--- config.mk ---
export PLATFORM = sky130hd
export DESIGN_NAME = selected_card_overlay
export DESIGN_NICKNAME = d
export VERILOG_FILES = /design/src/rtl/selected_card_overlay.sv
export SDC_FILE = /design/constraint.sdc
export NUM_CORES = 1
export LEC_CHECK = 0
export BUFFER_PORTS_ARGS = -buffer_cell sky130_fd_sc_hd__buf_2
export CORE_MARGIN = 5
export CORE_UTILIZATION = 30
export CTS_CLUSTER_DIAMETER = 60
export DETAILED_ROUTE_END_ITERATION = 10
export GPL_ROUTABILITY_DRIVEN = 0
export MAX_ROUTING_LAYER = met4
export PLACE_DENSITY_LB_ADDON = 0.25
export RECOVER_POWER = 50
export SYNTH_ARGS = -nofsm -noshare
export SYNTH_HDL_FRONTEND = slang
export SYNTH_SLANG_ARGS = --single-unit
--- constraint.sdc ---
create_clock -name clock -period 3 [get_ports clock]
set_clock_uncertainty 0.15 [all_clocks]
set_input_delay 0 -clock clock [delete_from_list [all_inputs] [get_ports clock]]
set_output_delay 0 -clock clock [all_outputs]
set_load 0.02 [all_outputs]
--- src/rtl/selected_card_overlay.sv ---
`timescale 1ns/1ps
`default_nettype none
// ============================================================================
//  Module   : selected_card_overlay
//  Purpose  : Overlays the selected-card highlight sprite on the 256x240
//             raster. Hit-tests each pixel against the sprite window, reads
//             the sprite RAM and merges the returned colour over the
//             background, with transparency, frame-latched position and
//             frame-counted blink.
//  Ports    : clock, reset_n (sync, active-low)
//             pix_valid/pix_x/pix_y/bg_color/hsync_in/vsync_in : raster in
//             frame_start                 : start-of-vblank pulse
//             card_x/card_y/show          : requested sprite position/enable
//             RE/rAddr/dataOut            : sprite RAM read port
//             pix_out/valid_out/hsync_out/vsync_out : merged output, +3 clk
//  Revision : 1.0  initial release
// ============================================================================
module selected_card_overlay #(
    parameter int         SPR_W        = 16,
    parameter int         SPR_H        = 32,
    parameter logic [2:0] TRANSPARENT  = 3'b000,
    parameter int         BLINK_FRAMES = 30
) (
    input  logic       clock,
    input  logic       reset_n,
    input  logic       pix_valid,
    input  logic [7:0] pix_x,
    input  logic [7:0] pix_y,
    input  logic [2:0] bg_color,
    input  logic       hsync_in,
    input  logic       vsync_in,
    input  logic       frame_start,
    input  logic [7:0] card_x,
    input  logic [7:0] card_y,
    input  logic       show,
    output logic       RE,
    output logic [8:0] rAddr,
    input  logic [2:0] dataOut,
    output logic [2:0] pix_out,
    output logic       valid_out,
    output logic       hsync_out,
    output logic       vsync_out
);

    localparam int c_DX_BITS = $clog2(SPR_W);
    localparam int c_DY_BITS = $clog2(SPR_H);
    localparam int c_CNT_W   = (BLINK_FRAMES > 1) ? $clog2(BLINK_FRAMES) : 1;
    localparam logic [c_CNT_W-1:0] c_CNT_LAST = c_CNT_W'(BLINK_FRAMES - 1);

    // Frame-latched copies of the requested position; only frame_start
    // updates them so the sprite never moves mid-frame.
    logic [7:0]         r_sh_x;
    logic [7:0]         r_sh_y;
    logic               r_sh_show;
    logic [c_CNT_W-1:0] r_blink_cnt;
    logic               r_blink_on;

    // Stage-1 / stage-2 sideband and hit flags
    logic       r_hit1, r_valid1, r_hs1, r_vs1;
    logic [2:0] r_bg1;
    logic       r_hit2, r_valid2, r_hs2, r_vs2;
    logic [2:0] r_bg2;

    logic [8:0] w_dx;
    logic [8:0] w_dy;
    logic       w_hit;
    logic [8:0] w_addr;

    // 9-bit differences: the >= tests reject pixels left/above the sprite,
    // so a sprite near the right/bottom edge clips instead of wrapping.
    always_comb begin
        w_dx   = {1'b0, pix_x} - {1'b0, r_sh_x};
        w_dy   = {1'b0, pix_y} - {1'b0, r_sh_y};
        w_hit  = pix_valid && r_sh_show && r_blink_on &&
                 (pix_x >= r_sh_x) && (pix_y >= r_sh_y) &&
                 (w_dx < 9'(SPR_W)) && (w_dy < 9'(SPR_H));
        w_addr = {w_dy[c_DY_BITS-1:0], w_dx[c_DX_BITS-1:0]};
    end

    // Shadow registers and blink counter
    always_ff @(posedge clock) begin
        if (!reset_n) begin
            r_sh_x      <= 8'd0;
            r_sh_y      <= 8'd0;
            r_sh_show   <= 1'b0;
            r_blink_cnt <= '0;
            r_blink_on  <= 1'b1;
        end else if (frame_start) begin
            r_sh_x    <= card_x;
            r_sh_y    <= card_y;
            r_sh_show <= show;
            if (r_blink_cnt == c_CNT_LAST) begin
                r_blink_cnt <= '0;
                r_blink_on  <= ~r_blink_on;
            end else begin
                r_blink_cnt <= r_blink_cnt + 1'b1;
            end
        end
    end

    // Stage 1: RAM request and sideband
    always_ff @(posedge clock) begin
        if (!reset_n) begin
            RE       <= 1'b0;
            rAddr    <= 9'd0;
            r_hit1   <= 1'b0;
            r_valid1 <= 1'b0;
            r_hs1    <= 1'b0;
            r_vs1    <= 1'b0;
            r_bg1    <= 3'd0;
        end else begin
            RE       <= w_hit;
            // Address holds on a miss so the RAM port stays quiet.
            if (w_hit) begin
                rAddr <= w_addr;
            end
            r_hit1   <= w_hit;
            r_valid1 <= pix_valid;
            r_hs1    <= hsync_in;
            r_vs1    <= vsync_in;
            r_bg1    <= bg_color;
        end
    end

    // Stage 2: sideband waits while the RAM registers its read data
    always_ff @(posedge clock) begin
        if (!reset_n) begin
            r_hit2   <= 1'b0;
            r_valid2 <= 1'b0;
            r_hs2    <= 1'b0;
            r_vs2    <= 1'b0;
            r_bg2    <= 3'd0;
        end else begin
            r_hit2   <= r_hit1;
            r_valid2 <= r_valid1;
            r_hs2    <= r_hs1;
            r_vs2    <= r_vs1;
            r_bg2    <= r_bg1;
        end
    end

    // Stage 3: merge; blanked pixels are forced to black
    always_ff @(posedge clock) begin
        if (!reset_n) begin
            pix_out   <= 3'd0;
            valid_out <= 1'b0;
            hsync_out <= 1'b0;
            vsync_out <= 1'b0;
        end else begin
            if (!r_valid2) begin
                pix_out <= 3'd0;
            end else if (r_hit2 && (dataOut != TRANSPARENT)) begin
                pix_out <= dataOut;
            end else begin
                pix_out <= r_bg2;
            end
            valid_out <= r_valid2;
            hsync_out <= r_hs2;
            vsync_out <= r_vs2;
        end
    end

endmodule
`default_nettype wire

==> key figures <==
Run status
  • Status: finished clean

Yosys
  • Synth top area cells: dfxtp_1, ha_1, mux2i_1
  • Area leader, netlist: dfxtp_1
  • Asr flop ratio synth: 0%
  • Synth Cell Area: 0.002745 mm2
  • Share of the synthesized area in the top cell type: 37.92%
  • Syn. warnings: 0
  • Dominant synthesized flop cell: dfxtp_1
  • Number of synthesized register bits: between 50 and 60
  • Mapped Cells: 301
  • Synth Net Count: 366
  • Sequential area share after synthesis: 37.92%
  • Top cells by count, synth: dfxtp_1, nor2_1, inv_1, mux2i_1, ha_1
  • EDFF count, synth: 0
  • Most common cell in the netlist: dfxtp_1
  • Netlist cell types: 54
  • Avg Cell Area, Syn: 9.120 um2

Finish
  • Final std cells w/o fill: ~510
  • FF/Latch Area: between 0.001 and 0.0015 mm2
  • Area growth syn-to-layout: 30.26%
  • Post-route cell area: 0.003576 mm2
  • Fillers: 930
  • # diodes: 0
  • Area of the multi-input gates: approximately 0.0015 mm2
  • Share of cells above drive strength 1: between 15 and 20%
  • Fin nets: between 400 and 500

Timing
  • RSZ-0062 raised after global routing: no
  • Fin crit period: 2.781 ns
  • Total negative setup slack: 0 ns
  • Tightest Pin Transition: 0.7113 ns
  • Fmax: 359.6 MHz
  • Final setup violation count: 0
  • Max_slew headroom: between 50% and 60%
  • Final period utilization: 92.69%
  • Fin. Hold Viols: 0
  • Max Slew Vio Count: 0

Critical path
  • Crit. End Element: flop
  • WS Path Type: reg2reg
  • Worst R2R Path Depth: 9
  • Max FO, Critical Path: 5
  • CP arrival: 2.81 ns
  • CP Launch Type: flop
  • Required time worst endpoint: around 3.0 ns

Route
  • DRT Pass-1 Iters: 4
  • DR vias/cell: 4.741
  • DRC errors left: 0
  • Final ANT Viol Nets: 0
  • Drt first-iter violations: 47
  • Vias: around 2400
  • Avg WL per Cell: 12.72 um
  • Detailed-route wire length: 6.477 mm

Die
  • Die boundary width: 105.7 um
  • Std-Cell Core Area: 0.009065 mm2
  • Die Y: around 110 um
  • Cell Rows: 35
  • Die area: 0.01116 mm2
  • Initial core utilization: ~30%
  • I/O Pins: 61

Power
  • Worst ir drop on vdd: 0.1859 mV
  • PD cells: 416.2 mW/mm2
  • Sequential Power Share: 48.9%
  • Clk network pwr share: 27.8%
  • Sw Pwr: 440.6 uW
  • Gate power share: between 20% and 30%
  • Power Internal: 1.048 mW
  • Leakage: 1.512 nW
  • Sw Share: 29.61%

Placement
  • Placed inst area: 0.003133 mm2
  • Placed Cells: between 400 and 500
  • Port bufs: 60
  • DP Wirelength: approximately 4.8 mm

GRT
  • Initial antenna violation count: 0
  • GRT Residual Overflow: 0
  • Pin count of the biggest net entering global routing: 25
  • Vias in the first global route: approximately 2400
  • First-pass GRT wire length: 11.18 mm
  • GRT Util Overall: between 10% and 20%

Hold path
  • Worst hold path class: in2reg
  • Hold path cells: 5

Clocking
  • Clock tree from TritonCTS: built
  • Htree depth: 2
  • Clock-pin slew on the worst setup and hold paths: 0.09 ns
  • Worst skew pair latency: 0.31 ns
  • Root Driver: clkbuf_8
  • Clock tree buffer depth: 2
  • Number of CTS-inserted buffers: 5
  • Clk sinks: 52

Run
  • Count of max-cap constraint violations: 0
==> through the flow <==
step | util, % | total power [mW] | setup slack, ns | hold WS [ns]
after floorplan | - | 0.9752 | 0.3826 | -0.02829
after global placement | 34.56 | 1.053 | 0.2638 | 0.07166
after global routing | 39.45 | 1.583 | 0.03335 | 0.1392
final | 39.45 | 1.488 | 0.2193 | 0.1015
after CTS | 39.63 | 1.511 | 0.1744 | 0.08289
after detailed placement | 34.56 | 1.054 | 0.1981 | 0.06054
==> worst max-delay path: stages, from the launching register on <==
cell      delay [ns]
dfxtp_1         0.33
ha_1            0.22
fa_1            0.40
nand2b_1        0.17
a21oi_2         0.14
mux2i_1         0.09
a2111o_1        0.31
or3_2           0.53
o31ai_1         0.24
a21oi_1         0.09
==> routing by layer <==
metal / global-route usage (%) / wire [um]
met1: 15.76 / 3151
met2: 19.81 / 2905
met3: 2.633 / 283
met4: 4.903 / 136
met5: - / 0
==> logic make-up (layout without fill, tap and decap cells) <==
family / count (synthesis) / count (layout) / synth area share (%)
fa+ha+maj: 20 / 20 / 9.663
mux: 21 / 21 / 7.703
xor+xnor: 9 / 9 / 2.871
buf+inv: 38 / 135 / 6.381
compound gates: 58 / 58 / 15.18
simple gates: 103 / 103 / 20.28
flops: 52 / 52 / 37.92
==> power groups by stage <==
stage | clock network (mW) | registers [mW] | logic [mW]
after floorplan | 0 | 0.743 | 0.232
after CTS | 0.436 | 0.729 | 0.346
final | 0.414 | 0.728 | 0.346
after global placement | 0 | 0.744 | 0.309
after global routing | 0.460 | 0.732 | 0.391
after detailed placement | 0 | 0.745 | 0.310
==> cells in the final DEF, fill, tap and decap left out, types with 3 or more instances in the layout <==
cell           instances
a211oi_1               3
a21oi_1               13
a22oi_1                3
a31oi_1                6
and2_0                 6
and2_1                10
and4_2                 3
buf_2                 43
buf_4                  3
clkbuf_1              18
clkbuf_8               5
dfxtp_1               52
dlygate4sd3_1         37
ha_1                  18
inv_1                 26
mux2i_1               20
nand2_1               13
nand2b_1               4
nand3_1                5
nand4_1                8
nor2_1                32
nor2b_1                3
nor3_1                 5
o21a_1                 3
o21ai_0                7
o31ai_1                4
xnor2_1                5
xor2_1                 4
==> path summary, 6_finish.rpt <==
check                               from                    end  slack, ns
hold / removal                  pix_x[2]  rAddr[2]$_SDFFE_PN0P_       0.10
setup reg to reg  r_sh_x[0]$_SDFFE_PN0P_  rAddr[2]$_SDFFE_PN0P_       0.22
setup / recovery  r_sh_x[0]$_SDFFE_PN0P_  rAddr[2]$_SDFFE_PN0P_       0.22
hold reg to reg      r_valid1$_SDFF_PN0_    r_valid2$_SDFF_PN0_       0.29
==> layout make-up <==
cell class | instances | share of cell area (%)
clock buffer | 6 | 2.029
timing repair buffer | 100 | 18.79
clock inverter | 2 | 0.4549
multi-input combinational | 211 | 42.90
tap | 111 | 3.884
inverter | 27 | 2.834
sequential | 52 | 29.11
==> flip-flops by register name (all words and copies together), names as in the netlist, 3 cells and up <==
name         flops
rAddr            9
r_sh_x           8
r_sh_y           8
r_blink_cnt      5
pix_out          3
r_bg1            3
r_bg2            3
==> what timing repair did <==
| action | in CTS | in global routing |
|---|---|---|
| hold endpoints to repair | 38 | 0 |
| endpoints found under the setup margin | 0 | 8 |
| gates resized for setup | 0 | 2 |
| buffers inserted | 0 | 0 |
| hold buffers | 37 | 0 |
Power figures use the tool's default switching activity.
